--- src/rtl/sub_top_mm_to_st_pkt_fifo.sv ---
`default_nettype none
// ============================================================================
// Module : sub_top_mm_to_st_pkt_fifo
// Brief  : Avalon-MM write slave feeding a FWFT packet FIFO with Avalon-ST out
// Rev    : 1.0  initial release
// ============================================================================
module sub_top_mm_to_st_pkt_fifo #(
    parameter int DATA_WIDTH    = 32,
    parameter int DEPTH         = 16,
    parameter int BYTE_SWAP     = 1,
    parameter int AFULL_DEFAULT = 14,
    parameter int EMPTY_W       = ($clog2(DATA_WIDTH/8) > 1) ? $clog2(DATA_WIDTH/8) : 1
) (
    input  logic                  wrclock,
    input  logic                  reset,
    input  logic [1:0]            avalonmm_write_slave_address,
    input  logic                  avalonmm_write_slave_write,
    input  logic                  avalonmm_write_slave_read,
    input  logic [DATA_WIDTH-1:0] avalonmm_write_slave_writedata,
    output logic [31:0]           avalonmm_write_slave_readdata,
    output logic                  avalonmm_write_slave_waitrequest,
    output logic [DATA_WIDTH-1:0] avalonst_source_data,
    output logic                  avalonst_source_valid,
    input  logic                  avalonst_source_ready,
    output logic                  avalonst_source_startofpacket,
    output logic                  avalonst_source_endofpacket,
    output logic [EMPTY_W-1:0]    avalonst_source_empty,
    output logic                  irq
);
    localparam int c_CNT_W     = $clog2(DEPTH + 1);
    localparam int c_RAM_DEPTH = DEPTH - 1;
    localparam int c_AW        = $clog2(c_RAM_DEPTH);
    localparam int c_SB_W      = EMPTY_W + 2;
    localparam int c_SW        = DATA_WIDTH + c_SB_W;
    localparam int c_BYTES     = DATA_WIDTH / 8;
    localparam logic [c_AW-1:0]    c_PTR_LAST = c_AW'(c_RAM_DEPTH - 1);
    localparam logic [c_CNT_W-1:0] c_DEPTH    = c_CNT_W'(DEPTH);
    localparam logic [c_CNT_W-1:0] c_ONE      = c_CNT_W'(1);
    localparam logic [11:0]        c_PKT_MAX  = 12'hFFF;

    logic [c_CNT_W-1:0]    r_count;
    logic [11:0]           r_pkt;
    logic [c_AW-1:0]       r_wr_ptr;
    logic [c_AW-1:0]       r_rd_ptr;
    logic [c_SB_W-1:0]     r_sb;
    logic [c_SW-1:0]       r_out;
    logic [15:0]           r_thr;
    logic                  r_irq_en;
    logic                  r_irq;
    logic [31:0]           r_rdata;
    logic [c_SW-1:0]       r_mem [0:c_RAM_DEPTH-1];

    logic                  w_full;
    logic                  w_empty;
    logic                  w_af;
    logic                  w_push;
    logic                  w_pop;
    logic                  w_ram_wr;
    logic                  w_ram_rd;
    logic                  w_out_from_push;
    logic                  w_pk_inc;
    logic                  w_pk_dec;
    logic [DATA_WIDTH-1:0] w_swapped;
    logic [c_SW-1:0]       w_push_word;
    logic [c_SW-1:0]       w_ram_q;
    logic [15:0]           w_wr_thr;
    logic                  w_wr_irq_en;
    logic [31:0]           w_status;

    generate
        if (BYTE_SWAP != 0) begin : g_swap
            for (genvar k = 0; k < c_BYTES; k++) begin : g_byte
                assign w_swapped[8*k +: 8] =
                    avalonmm_write_slave_writedata[8*(c_BYTES-1-k) +: 8];
            end
        end else begin : g_noswap
            assign w_swapped = avalonmm_write_slave_writedata;
        end

        if (DATA_WIDTH >= 32) begin : g_ctrl_wide
            assign w_wr_thr    = avalonmm_write_slave_writedata[15:0];
            assign w_wr_irq_en = avalonmm_write_slave_writedata[31];
        end else if (DATA_WIDTH >= 16) begin : g_ctrl_mid
            assign w_wr_thr    = avalonmm_write_slave_writedata[15:0];
            assign w_wr_irq_en = 1'b0;
        end else begin : g_ctrl_narrow
            assign w_wr_thr    = {{(16-DATA_WIDTH){1'b0}}, avalonmm_write_slave_writedata};
            assign w_wr_irq_en = 1'b0;
        end
    endgenerate

    function automatic logic [c_AW-1:0] f_ptr_inc(input logic [c_AW-1:0] p);
        return (p == c_PTR_LAST) ? '0 : p + 1'b1;
    endfunction

    assign w_full   = (r_count == c_DEPTH);
    assign w_empty  = (r_count == '0);
    assign w_af     = (16'(r_count) >= r_thr);
    assign w_push   = avalonmm_write_slave_write && (avalonmm_write_slave_address == 2'd0)
                      && !w_full && !reset;
    assign w_pop    = !w_empty && avalonst_source_ready && !reset;

    // The output register holds the head word; the RAM only holds words behind it.
    assign w_out_from_push = w_push && (w_empty || (w_pop && r_count == c_ONE));
    assign w_ram_wr        = w_push && !w_out_from_push;
    assign w_ram_rd        = w_pop && (r_count > c_ONE);
    assign w_push_word     = {w_swapped, r_sb};
    assign w_ram_q         = r_mem[r_rd_ptr];

    assign w_pk_inc = w_push && r_sb[1];
    assign w_pk_dec = w_pop && r_out[1];
    assign w_status = {r_pkt, 1'b0, w_af, w_empty, w_full, 16'(r_count)};

    always_ff @(posedge wrclock) begin
        if (w_ram_wr) begin
            r_mem[r_wr_ptr] <= w_push_word;
        end
    end

    always_ff @(posedge wrclock) begin
        if (reset) begin
            r_count  <= '0;
            r_pkt    <= '0;
            r_wr_ptr <= '0;
            r_rd_ptr <= '0;
            r_sb     <= '0;
            r_out    <= '0;
            r_thr    <= 16'(AFULL_DEFAULT);
            r_irq_en <= 1'b0;
            r_irq    <= 1'b0;
            r_rdata  <= '0;
        end else begin
            if (w_push && !w_pop) begin
                r_count <= r_count + 1'b1;
            end else if (w_pop && !w_push) begin
                r_count <= r_count - 1'b1;
            end

            if (w_pk_inc && !w_pk_dec && r_pkt != c_PKT_MAX) begin
                r_pkt <= r_pkt + 1'b1;
            end else if (w_pk_dec && !w_pk_inc && r_pkt != '0) begin
                r_pkt <= r_pkt - 1'b1;
            end

            if (w_ram_wr) begin
                r_wr_ptr <= f_ptr_inc(r_wr_ptr);
            end
            if (w_ram_rd) begin
                r_rd_ptr <= f_ptr_inc(r_rd_ptr);
            end

            if (w_out_from_push) begin
                r_out <= w_push_word;
            end else if (w_ram_rd) begin
                r_out <= w_ram_q;
            end

            if (w_push) begin
                r_sb <= '0;
            end else if (avalonmm_write_slave_write && avalonmm_write_slave_address == 2'd1) begin
                r_sb <= avalonmm_write_slave_writedata[c_SB_W-1:0];
            end

            if (avalonmm_write_slave_write && avalonmm_write_slave_address == 2'd3) begin
                r_thr    <= w_wr_thr;
                r_irq_en <= w_wr_irq_en;
            end

            r_irq <= w_af && r_irq_en;

            if (avalonmm_write_slave_read) begin
                case (avalonmm_write_slave_address)
                    2'd2:    r_rdata <= w_status;
                    2'd3:    r_rdata <= {r_irq_en, 15'd0, r_thr};
                    default: r_rdata <= '0;
                endcase
            end
        end
    end

    assign avalonmm_write_slave_waitrequest = reset ||
        (avalonmm_write_slave_write && avalonmm_write_slave_address == 2'd0 && w_full);
    assign avalonmm_write_slave_readdata  = r_rdata;
    assign avalonst_source_valid          = !w_empty;
    assign avalonst_source_data           = r_out[c_SW-1:c_SB_W];
    assign avalonst_source_empty          = r_out[c_SB_W-1:2];
    assign avalonst_source_endofpacket    = r_out[1];
    assign avalonst_source_startofpacket  = r_out[0];
    assign irq                            = r_irq;

endmodule
`default_nettype wire

--- config.mk ---
export PLATFORM = sky130hd
export DESIGN_NAME = sub_top_mm_to_st_pkt_fifo
export DESIGN_NICKNAME = d
export VERILOG_FILES = /design/src/rtl/sub_top_mm_to_st_pkt_fifo.sv
export SDC_FILE = /design/constraint.sdc
export NUM_CORES = 1
export LEC_CHECK = 0
export BUFFER_PORTS_ARGS = -buffer_cell sky130_fd_sc_hd__buf_2
export CAP_MARGIN = 20
export CORE_MARGIN = 1
export CORE_UTILIZATION = 55
export DETAILED_ROUTE_END_ITERATION = 7
export PLACE_DENSITY = 0.79
export SYNTH_ARGS = -nofsm -noshare
export SYNTH_HDL_FRONTEND = slang
export SYNTH_SLANG_ARGS = --single-unit
--- constraint.sdc ---
create_clock -name wrclock -period 12 [get_ports wrclock]
set_input_delay 2.4 -clock wrclock [delete_from_list [all_inputs] [get_ports wrclock]]
set_output_delay 2.4 -clock wrclock [all_outputs]
set_load 0.05 [all_outputs]
==> results of run 1 <==
[synthesized netlist by cell type (8+ instances only)]
cell type and count:
dfxtp_1 118, a21oi_1 43, o21ai_1 26, ha_1 20
mux4_2 140, nor2_1 87, nand2_1 111, xor2_1 8
a22oi_1 56, nor3_1 12, clkbuf_1 37, mux2i_1 61
buf_1 10, buf_2 23, o21ai_0 53, edfxtp_1 540
nand3_1 9, inv_1 10
[flip-flops by register name, summed over array words and instances (netlist names), named ones only]
name,cells
r_mem,540
r_out,36
avalonmm_write_slave_readdata,31
r_thr,16
r_pkt,12
r_count,5
r_rd_ptr,4
r_sb,4
r_wr_ptr,4
irq,1
r_irq_en,1
[metal layers]
metal  global-route usage  share of wire  vias to the layer above
li1                     -              -                     6059
met4               0.0855          0.025                        0
met3               0.0394          0.076                      117
met1                0.331           0.39                     7348
met5                    0              0                        -
met2                0.422           0.51                      731
[final cells by class]
type | count | share of cell area
Inverter | 12 | 0.00154
Tap cell | 600 | 0.0257
Clock buffer | 100 | 0.0711
Multi-Input combinational cell | 714 | 0.233
Sequential cell | 658 | 0.635
Timing Repair Buffer | 137 | 0.0267
Clock inverter | 21 | 0.00620
[path summary, 6_finish.rpt]
path | to | slack, ns | cells after the start
worst max-delay path | avalonmm_write_slave_waitrequest | 5.82 | 4
worst min-delay path | r_thr[5]$_SDFFE_PP0P_ | 0.48 | 2
worst max register to register | r_pkt[11]$_SDFFE_PP0P_ | 8.27 | 13
worst min register to register | r_thr[5]$_SDFFE_PP0P_ | 0.48 | 2
[where the power goes]
group	leakage [nW]	internal, mW	switching [mW]
clock network	1.11	1.27	0.835
registers	5.81	2.53	0.0831
logic	2.55	0.297	0.476
total	9.47	4.09	1.39
[layout by cell type (no fill, tap or decap), types with 4 or more instances in the layout]
| cell | Yosys | routed |
|---|---|---|
| xor2_1 | 8 | 8 |
| buf_4 | 6 | 29 |
| mux2i_1 | 61 | 61 |
| o211ai_1 | 4 | 4 |
| clkinv_2 | 0 | 6 |
| nor2_1 | 87 | 79 |
| clkbuf_8 | 0 | 11 |
| clkbuf_1 | 37 | 14 |
| dfxtp_1 | 118 | 114 |
| nand3_1 | 9 | 9 |
| nor3_2 | 1 | 6 |
| mux2_2 | 5 | 5 |
| nor2_4 | 1 | 10 |
| buf_2 | 23 | 107 |
| o22ai_1 | 4 | 4 |
| clkbuf_16 | 0 | 75 |
| nand2_1 | 111 | 111 |
| a22oi_1 | 56 | 56 |
| clkinv_1 | 0 | 8 |
| nor4_1 | 7 | 6 |
| xnor2_1 | 6 | 6 |
| nand4_1 | 7 | 7 |
| a21oi_1 | 43 | 43 |
| o21ai_0 | 53 | 53 |
| o21ai_1 | 26 | 26 |
| ha_1 | 20 | 20 |
| mux4_2 | 140 | 140 |
| a21o_1 | 4 | 4 |
| nor3_1 | 12 | 6 |
| nand2b_1 | 4 | 4 |
| inv_1 | 10 | 10 |
| a211oi_1 | 6 | 6 |
| edfxtp_1 | 540 | 540 |
[cells by family after synthesis]
family / after synthesis / synth area share
AOI/OAI and AO/OA: 209 / 0.0498
xor gates and xnor gates: 14 / 0.00476
adders and majority gates: 21 / 0.0105
buffers and inverters: 95 / 0.0179
DFF: 658 / 0.722
muxes: 206 / 0.148
other: 1 / 0.000146
and+or+nand+nor: 263 / 0.0470
[worst register-to-register path, stage by stage, from the launching register on]
cell      delay, ns
dfxtp_1        0.49
inv_1          0.15
ha_1           0.25
nor4bb_4       0.19
nor3b_4        0.36
and4b_4        0.35
inv_2          0.13
ha_1           0.40
o21ai_0        0.14
o211ai_1       0.24
nand2_1        0.14
o21ai_0        0.38
a21oi_1        0.07
a311o_1        0.33
==> flow_summary_export.csv, run 1 <==
group,metric,value,unit
final_layout,stdcell_count,2242,
yosys,synthArstFlopShare,0,
yosys,synthDominantCellAreaShare,0.630,
timing,finalCritPeriodShare,0.515,
die,die_w,218,µm
critical_path,cp-start-kind,"primary input",
place,port_buffers,108,
critical_path,critPathLaunch,"reset",
yosys,synth_area_leaders,"edfxtp_1, mux4_2, dfxtp_1, mux2i_1, a22oi_1",
run,drv_cap,0,
place,dpl.cell_count,2120,
clock_tree,clock_path_buffers,3,
critical_path,crit_type,"in -> out",
min_path,hold_path.class,"reg -> reg",
status,outcome,"complete, no violations",
drt,via_per_inst,6.36,
die,die_area,47700,µm²
power,total_power,5.49,mW
yosys,synth_area_leader_cell,"edfxtp_1",
clock_tree,htree_levels,3,
clock_tree,holdBufCountCts,0,
final_layout,multi_input_area,6820,µm²
timing,final-setup-viol-count,0,
die,initial_core_util,0.563,
timing,finalHoldWorstSlack,0.476,ns
critical_path,path_max_fanout,57,
place,finalWeightedCongestion,0.819,
critical_path,crit_chain,"buf_4 > inv_1 > nand2_1 > buf_2",
yosys,ys_seq_elements,658,
yosys,synth-edff-count,540,
timing,relSlewSlack,0.215,
yosys,synth.net_count,1527,
clock_tree,ctsResizeCount,0,
timing,fin_ws,5.82,ns
critical_path,worst_ep_required_time,9.60,ns
clock_tree,cts_buffers,67,
drt,totalWireLength,58.7,mm
clock_tree,post-cts-setup-buffer-count,0,
power,peakVddDrop,0.119,mV
timing,clock_skew,0.0167,ns
drt,drcViolationCount,0,
grt,grt_pass1_wl,87.2,mm
die,core_area,45800,µm²
grt,grt_pass1_vias,14200,
clock_tree,clkLatencyLatePin,0.58,ns
critical_path,worst_path_dominant_cell_family,"buffers and inverters",
timing,setup-tns-final,0,ns
clock_tree,path_clk_slew,0.06,ns
timing,timing.fmax,162,MHz
yosys,synthDistinctLibCells,58,
timing,worstMarginPinSlew,1.17,ns
final_layout,nNetsFinal,1650,
final_layout,drive_gt1_frac,0.254,
drt,route.detailed.wl_per_inst,26.2,µm
grt,grt_usage,0.250,
final_layout,post-route-util,0.639,
critical_path,cp.arrival,3.78,ns
yosys,syn_area,25700,µm²
clock_tree,cts_tree,"done",
final_layout,syn_to_final_growth,13.6,%
drt,drt_iter0_drc,1827,
timing,rsz0062_at_grt,"no",
die,ioPinCount,110,
grt,antenna_found_initial,0,
timing,min_period,6.18,ns
critical_path,crit_path_max_incr_delay,0.50,ns
place,pre_cts_ws,5.89,ns
yosys,syn-instance-count,1467,
place,place_hpwl,30.1,mm
critical_path,r2r_start,"r_count[0]$_SDFFE_PP0P_",
die,die_h,218,µm
timing,maxSlewViolCount,0,
drt,dr.pass1.iters,5,
die,num_rows,78,
power,p_leak,9.47,nW
power,powerDensity,188,nW/µm²
min_path,holdCritStartpoint,"r_thr[5]$_SDFFE_PP0P_",
final_layout,fillers,2980,
grt,gr-total-overflow,0,
clock_tree,clock_sinks,658,
clock_tree,cts_root_buffer,"clkbuf_16",
final_layout,num_antenna_cells,0,
critical_path,cp-end-kind,"output port",
yosys,yosysSeqAreaShare,0.722,
drt,vias,14300,
grt,grt_max_degree,59,
yosys,synthFlopType,"edfxtp_1",
final_layout,seq_area,18600,µm²
place,placed_area,27000,µm²
final_layout,post-route-cell-area,29300,µm²
critical_path,slowest_stage,"buf_4",
yosys,postSynthAreaPerCell,17.6,µm²
critical_path,path_buf_inv,3,
timing,hold_viol,0,
drt,ant_nets,0,
yosys,ys_warn_count,0,
No activity file was read; power rests on OpenSTA's default activity.
==> run 2, diff against run 1 <==
- ABC_AREA: not set -> 1
- clock period: 12 -> 5.7 ns (I/O delays scaled with it)
==> flow_summary_export.csv, run 2 <==
group,metric,value,unit
status,outcome,"complete, no violations",
die,die_h,225,µm
final_layout,post-route-util,0.626,
timing,worstMarginPinSlew,1.07,ns
grt,gr-total-overflow,0,
timing,setup-tns-final,0,ns
die,core_area,49000,µm²
power,peakVddDrop,0.320,mV
run,drv_cap,0,
drt,ant_nets,0,
final_layout,syn_to_final_growth,12.4,%
power,switching_share,0.249,
timing,final-setup-viol-count,0,
clock_tree,path_clk_slew,0.07,ns
final_layout,drive_gt1_frac,0.112,
critical_path,worst_ep_required_time,4.56,ns
drt,totalWireLength,69.7,mm
place,finalWeightedCongestion,0.887,
clock_tree,cts_buffers,66,
final_layout,final_common_cell,"nand2_1",
yosys,synth_area_leader_cell,"edfxtp_1",
yosys,synth-edff-count,540,
yosys,synthFlopType,"edfxtp_1",
drt,route.detailed.wl_per_inst,21.1,µm
grt,antenna_found_initial,1,
die,num_rows,81,
final_layout,num_antenna_cells,0,
yosys,postSynthAreaPerCell,10.8,µm²
die,die_area,50500,µm²
timing,rsz0062_at_grt,"no",
place,port_buffers,108,
power,p_clk_frac,0.403,
critical_path,worst-r2r-cell-count,10,
clock_tree,htree_levels,3,
final_layout,seq_area,18600,µm²
die,ioPinCount,110,
grt,grt_pass1_vias,18800,
power,internal_power,8.11,mW
clock_tree,cts_root_buffer,"clkbuf_16",
die,die_w,225,µm
yosys,synth_area_leaders,"edfxtp_1, dfxtp_1, nand2_1, nand3_1, nor2_1",
drt,drt_iter0_drc,2547,
final_layout,nNetsFinal,2642,
yosys,ys_seq_elements,658,
critical_path,crit_type,"in -> out",
yosys,synthDistinctLibCells,42,
clock_tree,clock_path_buffers,3,
final_layout,largest_reg_flops,540,
timing,min_period,3.93,ns
grt,grt_usage,0.278,
critical_path,cp-start-kind,"primary input",
power,p_leak,11.4,nW
yosys,synth.net_count,2591,
final_layout,regMostFlops,"r_mem",
critical_path,cp-end-kind,"output port",
yosys,synthArstFlopShare,0,
critical_path,cp.arrival,2.79,ns
critical_path,path_max_fanout,35,
min_path,holdPathStages,2,
yosys,yosysSeqAreaShare,0.682,
timing,maxSlewViolCount,0,
final_layout,multi_input_area,7640,µm²
final_layout,fillers,3635,
final_layout,final_cell_mix,"nand2_1, edfxtp_1, nand3_1",
clock_tree,post-cts-setup-buffer-count,0,
timing,clock_skew,0.0169,ns
timing,relSlewSlack,0.285,
yosys,syn-instance-count,2531,
yosys,syn_area,27300,µm²
power,p_switching,2.68,mW
yosys,ys_warn_count,0,
clock_tree,clkLatencyLatePin,0.60,ns
yosys,synth.most_common_cell,"nand2_1",
clock_tree,cts_tree,"done",
drt,via_per_inst,5.93,
clock_tree,holdBufCountCts,0,
power,powerDensity,352,nW/µm²
min_path,hold_path.class,"reg -> reg",
grt,grt_pass1_wl,106,mm
power,p_comb_frac,0.104,
yosys,synthDominantCellAreaShare,0.595,
clock_tree,ctsResizeCount,0,
timing,finalCritPeriodShare,0.689,
drt,drcViolationCount,0,
timing,hold_viol,0,
yosys,synthTopCellsByCount,"nand2_1, edfxtp_1, nand3_1",
drt,dr.pass1.iters,8,
place,place_hpwl,39.2,mm
timing,timing.fmax,255,MHz
drt,vias,19500,
clock_tree,clock_sinks,658,
power,sequentialPowerShare,0.493,
die,initial_core_util,0.557,
grt,grt_max_degree,204,
[run 2: power by group through the flow]
stage                     registers, mW  logic, mW  clock network, mW
after global routing               5.33       1.21               4.57
final                              5.32       1.12               4.35
after CTS                          5.32       1.11               4.38
after detailed placement           5.42       1.10                  0
after global placement             5.42       1.07                  0
after floorplan                    5.51      0.669                  0
[run 2: cell type report]
class                   count  share of cell area
flip-flops and latches    658               0.607
well taps                 664              0.0271
multi-input cells        1614               0.249
clock buffers              99              0.0655
repair buffers            138              0.0316
inverters                 104              0.0131
clock inverters            21             0.00633
[run 2: worst paths after layout]
| kind | start | to | slack, ns |
|---|---|---|---|
| worst min register to register | avalonmm_write_slave_readdata[30]$_SDFFE_PP0P_ | avalonmm_write_slave_readdata[30]$_SDFFE_PP0P_ | 0.46 |
| worst max register to register | r_count[0]$_SDFFE_PP0P_ | r_mem[4][31]$_DFFE_PP_ | 2.29 |
| worst min-delay path | avalonmm_write_slave_readdata[30]$_SDFFE_PP0P_ | avalonmm_write_slave_readdata[30]$_SDFFE_PP0P_ | 0.46 |
| worst max-delay path | reset | avalonmm_write_slave_waitrequest | 1.77 |
[run 2: kinds of logic after synthesis]
logic type	count (synthesis)	synth area share
buffers and inverters	259	0.0417
AND/OR/NAND/NOR	1198	0.187
XOR/XNOR	9	0.00289
adder cells (fa/ha/maj)	21	0.00992
other	1	0.000138
flip-flops	658	0.682
AO/OA/AOI/OAI	385	0.0772
[run 2: layer usage]
metal	vias to the layer above	GRT usage	share of wire
li1	8930	-	-
met1	9338	0.365	0.38
met2	1115	0.461	0.49
met3	160	0.0436	0.096
met4	2	0.115	0.033
met5	-	0	0.00019
[run 2: worst max-delay path: stages]
cell and delay (ns):
buf_2 0.59, inv_1 0.57, nand2_1 0.18, buf_2 0.28
[run 2: metrics by stage]
step	instances	setup WS, ns	power [mW]	hold WS (ns)	cell area (µm²)
after global placement	3169	1.39	6.49	0.453	28200
after global routing	3298	1.66	11.1	0.482	30600
final	3298	1.77	10.8	0.464	30600
after CTS	3296	1.80	10.8	0.466	30600
after floorplan	2531	0.838	6.17	0.433	27300
after detailed placement	3176	1.25	6.52	0.455	28400
